### src/rtl/gci_std_display_char_writer.sv
// gci_std_display_char_writer: FIFO-buffered character writer for the GCI display text plane.
// Define GCI_STD_DISPLAY_CHAR_WRITER_CTRL_EN to decode LF/CR/BS as cursor moves instead of glyphs.
module gci_std_display_char_writer #(
  parameter int          COLS       = 80,
  parameter int          ROWS       = 34,
  parameter int          FIFO_DEPTH = 16,
  parameter logic [31:0] CLEAR_ADDR = 32'h0000C000
) (
  input  logic        iCLOCK,
  input  logic        inRESET,
  input  logic        iCHAR_REQ,
  output logic        oCHAR_BUSY,
  input  logic [7:0]  iCHAR_DATA,
  input  logic [23:0] iCHAR_COLOR,
  input  logic        iCLEAR_REQ,
  input  logic [15:0] iCLEAR_COLOR,
  output logic        oDEV_REQ,
  input  logic        iDEV_BUSY,
  output logic        oDEV_RW,
  output logic [31:0] oDEV_ADDR,
  output logic [31:0] oDEV_DATA,
  input  logic        iDEV_REQ,
  output logic        oDEV_BUSY,
  output logic [5:0]  oCURSOR_ROW,
  output logic [6:0]  oCURSOR_COL,
  output logic        oIDLE
);
  localparam int AW = $clog2(FIFO_DEPTH);
  typedef enum logic [1:0] {IDLE, ISSUE, WAIT_RSP} state_t;
  state_t r_state, w_next;
  logic [31:0] r_mem [FIFO_DEPTH];
  logic [AW-1:0] r_wp, r_rp;
  logic [AW:0] r_cnt;
  logic r_clr_pend, r_is_clr;
  logic [15:0] r_clr_color;
  logic [31:0] r_addr, r_data;
  logic [5:0] r_row;
  logic [6:0] r_col;
  logic [31:0] w_head, w_char_addr, w_char_data;
  logic [5:0] w_row_inc;
  logic w_push, w_pop, w_ctrl, w_accept, w_rsp;
  assign w_head      = r_mem[r_rp];
  assign w_push      = iCHAR_REQ && !oCHAR_BUSY;
  assign w_pop       = r_state == IDLE && !r_clr_pend && r_cnt != '0;
  assign w_accept    = r_state == ISSUE && !iDEV_BUSY;
  assign w_rsp       = r_state == WAIT_RSP && iDEV_REQ;
  assign w_row_inc   = r_row == 6'(ROWS - 1) ? '0 : r_row + 6'd1;
  assign w_char_addr = ((32'(r_row) + 32'd1) << 10) + (32'(r_col) << 2);
  // bit 7 of the code is dropped: the text plane holds 7-bit glyph codes
  assign w_char_data = {w_head[31:8], w_head[7:0] & 8'h7F};
`ifdef GCI_STD_DISPLAY_CHAR_WRITER_CTRL_EN
  assign w_ctrl = w_head[7:0] == 8'h0A || w_head[7:0] == 8'h0D || w_head[7:0] == 8'h08;
`else
  assign w_ctrl = 1'b0;
`endif
  always_ff @(posedge iCLOCK)
    if (w_push) r_mem[r_wp] <= {iCHAR_COLOR, iCHAR_DATA};
  always_ff @(posedge iCLOCK or negedge inRESET)
    if (!inRESET) begin
      r_wp  <= '0;
      r_rp  <= '0;
      r_cnt <= '0;
    end else begin
      if (w_push) r_wp <= r_wp + AW'(1);
      if (w_pop) r_rp <= r_rp + AW'(1);
      r_cnt <= r_cnt + (AW+1)'(w_push) - (AW+1)'(w_pop);
    end
  always_ff @(posedge iCLOCK or negedge inRESET)
    if (!inRESET) r_state <= IDLE;
    else r_state <= w_next;
  always_comb begin
    w_next = r_state;
    if (r_state == IDLE && (r_clr_pend || (w_pop && !w_ctrl))) w_next = ISSUE;
    if (w_accept) w_next = WAIT_RSP;
    if (w_rsp) w_next = IDLE;
  end
  always_comb begin
    oDEV_REQ    = r_state == ISSUE;
    oDEV_RW     = r_state == ISSUE;
    oDEV_ADDR   = r_addr;
    oDEV_DATA   = r_data;
    oDEV_BUSY   = 1'b0;
    oCHAR_BUSY  = r_cnt == (AW+1)'(FIFO_DEPTH);
    oCURSOR_ROW = r_row;
    oCURSOR_COL = r_col;
    oIDLE       = r_state == IDLE && !r_clr_pend && r_cnt == '0;
  end
  always_ff @(posedge iCLOCK or negedge inRESET)
    if (!inRESET) begin
      r_addr      <= '0;
      r_data      <= '0;
      r_is_clr    <= 1'b0;
      r_clr_pend  <= 1'b0;
      r_clr_color <= '0;
      r_row       <= '0;
      r_col       <= '0;
    end else begin
      // a new pulse wins over the acceptance of the clear already in flight
      if (iCLEAR_REQ) begin
        r_clr_pend  <= 1'b1;
        r_clr_color <= iCLEAR_COLOR;
      end else if (w_accept && r_is_clr) r_clr_pend <= 1'b0;
      if (r_state == IDLE && r_clr_pend) begin
        r_addr   <= CLEAR_ADDR;
        r_data   <= {16'h0, r_clr_color};
        r_is_clr <= 1'b1;
      end else if (w_pop && !w_ctrl) begin
        r_addr   <= w_char_addr;
        r_data   <= w_char_data;
        r_is_clr <= 1'b0;
      end
      if (w_rsp) begin
        r_row <= r_is_clr ? '0 : r_col == 7'(COLS - 1) ? w_row_inc : r_row;
        r_col <= r_is_clr || r_col == 7'(COLS - 1) ? '0 : r_col + 7'd1;
      end
`ifdef GCI_STD_DISPLAY_CHAR_WRITER_CTRL_EN
      else if (w_pop && w_ctrl) begin
        r_row <= w_head[7:0] == 8'h0A ? w_row_inc : r_row;
        r_col <= w_head[7:0] != 8'h08 ? '0 : r_col != '0 ? r_col - 7'd1 : r_col;
      end
`endif
    end
endmodule

### config.mk
export PLATFORM = sky130hd
export DESIGN_NAME = gci_std_display_char_writer
export DESIGN_NICKNAME = d
export VERILOG_FILES = /design/src/rtl/gci_std_display_char_writer.sv
export SDC_FILE = /design/constraint.sdc
export NUM_CORES = 1
export LEC_CHECK = 0
export ABC_AREA = 1
export BUFFER_PORTS_ARGS = -buffer_cell sky130_fd_sc_hd__buf_2
export CAP_MARGIN = 25
export CORE_ASPECT_RATIO = 1.2
export CORE_MARGIN = 2
export CORE_UTILIZATION = 35
export CTS_CLUSTER_DIAMETER = 80
export DETAILED_ROUTE_END_ITERATION = 8
export GPL_TIMING_DRIVEN = 0
export SYNTH_ARGS = -nofsm -noshare
export SYNTH_HDL_FRONTEND = slang
export SYNTH_SLANG_ARGS = --single-unit
export TNS_END_PERCENT = 50
### constraint.sdc
create_clock -name iCLOCK -period 3.3 [get_ports iCLOCK]
set_clock_uncertainty 0.1 [all_clocks]
set_input_delay 0.33 -clock iCLOCK [delete_from_list [all_inputs] [get_ports iCLOCK]]
set_output_delay 0.33 -clock iCLOCK [all_outputs]
set_load 0.02 [all_outputs]
; Word level (Yosys, flattened, before mapping)
; Memory sizes are Yosys's and may differ from the RTL's.
; Cells that the tools add are included.
[totals]
ff_bits = 110
ram_bits = 512
in_bits = 54
output_inout_bits = 82
elab_cells = 64
mem_count = 1
[mem_list]
columns = name, words, width, rd, rd_ports_with_merged_regs, wr, line
row1 = r_mem, 16, 32, 1, 0, 1, 31  ; logic [31:0] r_mem [FIFO_DEPTH];
[classes]
add_sub_neg = 8
n_eq_ne = 5
muxes = 17
reduce_logical = 22
[ops]
columns = op, n
row1 = 32-bit two-way mux, 4
row2 = 17-bit by 9-bit adder with 18-bit output, 1
row3 = 6-bit two-way mux, 3
row4 = 1-bit logical AND, 9
row5 = 4-bit by 1-bit adder with 4-bit output (second input constant), 2
row6 = 6-bit by 1-bit adder with 7-bit output (second input constant), 1
row7 = 7-bit by 1-bit adder with 7-bit output (second input constant), 1
row8 = 7-bit equality test (second input constant), 1
row9 = 7-bit two-way mux, 1
row10 = 6-bit by 1-bit adder with 6-bit output (second input constant), 1
row11 = 6-bit equality test (second input constant), 1
row12 = 1-bit two-way mux, 6
row13 = 2-bit two-way mux, 3
row14 = 2-bit nonzero test, 3
row15 = 5-bit by 1-bit adder with 5-bit output, 1
row16 = 5-bit equality test (second input constant), 1
row17 = 5-bit logical NOT, 1
row18 = 5-bit nonzero test, 1
row19 = 5-bit by 1-bit subtractor with 5-bit output, 1
row20 = 1-bit logical NOT, 3
row21 = 3-bit nonzero test, 1
row22 = 2-bit by 1-bit equality test with 1-bit output (second input constant), 1
row23 = 2-bit equality test (second input constant), 1
row24 = 2-bit logical NOT, 1
row25 = other kinds (2), 3

; Longest topological paths before layout
[logic_depth]
word_depth = 8
mapped_depth = 14
depth_no_buf = 13

; Worst setup path before layout
; Ideal clock, no wire load.
[synth_path]
kind = reg-to-reg
startpoint = register r_cnt[2]
endpoint = memory r_mem[0][0] (enable)
setup_ns = 0.419
t_arrival_ns = 2.360
slack_ns = 0.421
path_stages_with_launch = 8
synth_period_minus_slack_ns = 2.879
path_cell_list = dfrtp_1 inv_1 ha_1 nand4_1 nand2_1 inv_1 nand2_1 nor2_1
[synth_between]
elab_chain_cells = 5
[synth_lines]
columns = element, line
row1 = start: declaration, 33  ; logic [AW:0] r_cnt;
row2 = start signal: assignment, 66  ; r_cnt <= r_cnt + (AW+1)'(w_push) - (AW+1)'(w_pop);
row3 = 5-bit equality test, 83  ; oCHAR_BUSY = r_cnt == (AW+1)'(FIFO_DEPTH);
row4 = 1-bit logical NOT, 43  ; assign w_push = iCHAR_REQ && !oCHAR_BUSY;
row5 = 1-bit logical AND, 43
row6 = 1-bit two-way mux, 57  ; if (w_push) r_mem[r_wp] <= {iCHAR_COLOR, iCHAR_DATA};
row7 = 1-bit two-way mux (implied by the code), 57
row8 = end: declaration, 31
; No other way between the ends.

; Final worst setup path
[layout_path]
startpoint = register r_cnt[3]
endpoint = register r_cnt[4]
[layout_between]
elab_cells_between_ends = 7
cone_classes = add/sub: 2 / eq/ne: 1 / reduce/logical: 4
[layout_rtl]
columns = element, line
row1 = 5-bit nonzero test, 44  ; assign w_pop = r_state == IDLE && !r_clr_pend && r_cnt != '0;
row2 = 1-bit logical AND, 44
row3 = via w_pop, 41  ; logic w_push, w_pop, w_ctrl, w_accept, w_rsp;
row4 = 5-bit by 1-bit subtractor with 5-bit output, 66
; The timed path passes the listed nets, and every way through them passes these cells.
; A chain may end at the register's enable or synchronous reset.

==> reports/qor.yml <==
logic_synthesis:
  ys_types: 30
  async_flop_share_pct: 15.6
  synthTopCellsByArea: "edfxtp_1 58%, nand2_1 12%, dfrtp_1 9.0%"
  synthFlopType: "edfxtp_1"
  syn_area_um2: 25600
  ys_warn_count: 0
  avgSynthCellArea_um2: 10.2
  yosysSeqAreaShare_pct: 67.3
  synth_top_area_share_pct: 58.3
  synth_edf_count: 496
  syn_inst: 2503
  ys_ff_latch: 588
  yosysTopAreaCell: "edfxtp_1"
die:
  core_area_um2: 72300
  initial_core_util_pct: 35.4
  dieArea_um2: 75200
  rows: 108
  io_pins: 136
  die_y_um: 300
  die_width_um: 251
layout:
  syn_to_final_growth_pct: 19.4
  final_core_util_pct: 42.2
  fillCellCount: 6744
  nets: 2835
  drive_gt1_share_pct: 12.9
sta:
  fin_crit_ns: 3.07
  setup_violations: 0
  worst_pin_slew_ns: 1.12
  rsz0062_at_grt: "false"
  slew_headroom_pct: 25.3
  finalCritPeriodShare_pct: 93.0
  fmax_mhz: 326
  slew_viol_final: 0
  hold_violations: 0
  hold_ws_ns: 0.0118
clock_network:
  clkSlewWorstSetupHoldPaths_ns: 0.06
  numCtsBuffers: 60
  cts_tree: "built"
  clockBufferDepth: 3
  clock-sinks: 588
  htreeDepth: 2
  cts_root_buffer: "clkbuf_16"
  clkLatencyLatePin_ns: 0.64
run_status:
  status: "finished clean"
pwr:
  peakVddDrop_mv: 0.397
  pwr_density_cell_nw_per_um2: 587
  p_leak_nw: 13.5
grt:
  grt-ovfl-total: 0
  antenna_found_initial: 1
  grt_max_degree: 48
  grt_usage_pct: 20.5
  first_global_vias: 17300
  grt_pass1_wl_um: 113000
drt:
  drc: 0
  wire_per_inst_um: 20.7
  drt_iter0_drc: 1771
  num_vias: 18200
  drtPass1Iterations: 6
  vias_per_cell: 4.85
  drt_wl_total_um: 77700
  ant_nets: 0
placement:
  routabilityCongestion: 0.824
  hpwl_um: 50100
  io_buffers: 115
setup_path:
  crit_path_end_kind: "flip-flop"
  critPathTopFamily: "adder cells"
  start_kind: "flip-flop"
  crit_fanout: 10
  crit_type: "reg2reg"
  worstPathArrival_ns: 3.47
  critPathMaxStageDelay_ns: 0.42
  required_ns: 3.70
  path_buf_inv: 5
  crit_chain: "inv_1, ha_1, nand4_1, nand2_4, clkinvlp_4, buf_2, ha_1, inv_1, ha_1, inv_1, fa_1, o21ai_0, a21oi_1, xor2_1"
  critPathSlowestCell: "fa_1"
job:
  cap_violations: 0
worst_hold_path:
  hold_path.class: "in2reg"
[Yosys cell counts, types with 5 or more instances]
cell and n:
nand2_1 793, edfxtp_1 496, inv_1 454, nand3_1 382, dfrtp_1 92, buf_2 51
o21ai_0 40, nor2_1 30, buf_4 28, buf_6 24, clkbuf_1 16, buf_1 15
o22ai_1 15, ha_1 14, xor2_1 12, o21ai_1 7, a21oi_1 6, inv_2 5
nand4_1 5, nor3_1 5
[state kept, by name (all words and copies together) (netlist names), 2 cells and up]
signal and flops:
oCURSOR_COL 7, oDEV_ADDR 14, r_rp 4, r_clr_color 16
r_wp 4, oDEV_DATA 32, r_mem 496, r_state 2
oCURSOR_ROW 6, r_cnt 5
[cell families (layout without fill, tap and decap cells)]
kind of cell | count (synthesis) | in the layout | share of synthesized area (%)
and+or+nand+nor | 1220 | 1220 | 19.9
DFF | 588 | 588 | 67.3
buffers and inverters | 596 | 891 | 10.1
other | 1 | 20 | 0.0147
adders and majority gates | 15 | 15 | 0.763
xor gates and xnor gates | 14 | 14 | 0.480
AOI/OAI and AO/OA | 69 | 69 | 1.43
[layout make-up]
type | count | area (um^2) | share of cell area, %
multi-input cells | 1337 | 5970 | 19.6
plain buffers | 134 | 852 | 2.79
inverters | 462 | 1740 | 5.71
clock buffers | 80 | 1660 | 5.43
well taps | 935 | 1170 | 3.83
flip-flops and latches | 588 | 17200 | 56.3
clock inverters | 32 | 492 | 1.61
diodes | 1 | 2.50 | 0.00820
repair buffers | 183 | 1450 | 4.74
[metal layers]
metal | global-route usage [%] | vias to the layer above | routed length [um]
met2 | 35.6 | 852 | 38100
met1 | 25.6 | 8653 | 30700
met5 | 0 | - | 10
li1 | - | 8500 | -
met3 | 2.97 | 184 | 5800
met4 | 8.65 | 2 | 3090
[placed cells by master (no fill, tap or decap), drive strengths merged, types with 2 or more instances in the layout]
master,instances
nand2,795
xnor2,2
nor2,30
a21oi,6
buf,253
ha,14
edfxtp,496
o22ai,15
clkbuf,96
clkinv,16
bufinv,12
xor2,12
dfrtp,92
dlygate4sd3,48
nor3,5
o21ai,47
conb,19
inv,463
clkinvlp,3
nand3,383
nand4,5
[timing repair]
action                     CTS  global route
hold buffers                48             0
setup endpoints to repair    0             1
buffers inserted             0             2
hold endpoints to repair   496             0
gates resized for setup      0             2
[power by group]
part	internal, mW	total, mW	switching, mW
Sequential	8.72	8.88	0.153
Clock	4.47	7.40	2.93
Combinational	0.484	1.64	1.16
[stage by stage]
step           setup TNS (ns)  instance area [um^2]  cells  setup WS, ns  total power [mW]
3_5_place_dp                0                 27900   3589        0.0206              10.6
2_1_floorplan               0                 25600   2521         0.421              9.84
4_1_cts                     0                 30500   3749        0.0138              18.0
3_3_place_gp          -853.04                 27400   3571         -1.91              10.4
5_1_grt                     0                 30500   3751       0.00772              18.5
6_report                    0                 30500   3752         0.231              17.9
[path summary, 6_finish.rpt]
check	start	to	slack, ns	cells past startpoint
min reg2reg	oDEV_DATA[17]$_DFFE_PN0P_	oDEV_DATA[17]$_DFFE_PN0P_	0.38	2
min	iCHAR_COLOR[5]	r_mem[4][13]$_DFFE_PP_	0.01	1
max	r_cnt[3]$_DFF_PN0_	r_cnt[4]$_DFF_PN0_	0.23	14
max in group asynchronous	inRESET	r_wp[2]$_DFFE_PN0P_	2.19	3
max reg2reg	r_cnt[3]$_DFF_PN0_	r_cnt[4]$_DFF_PN0_	0.23	14
min in group asynchronous	inRESET	r_clr_color[15]$_DFFE_PN0P_	0.20	2
No activity file was read; power rests on OpenSTA's default activity.
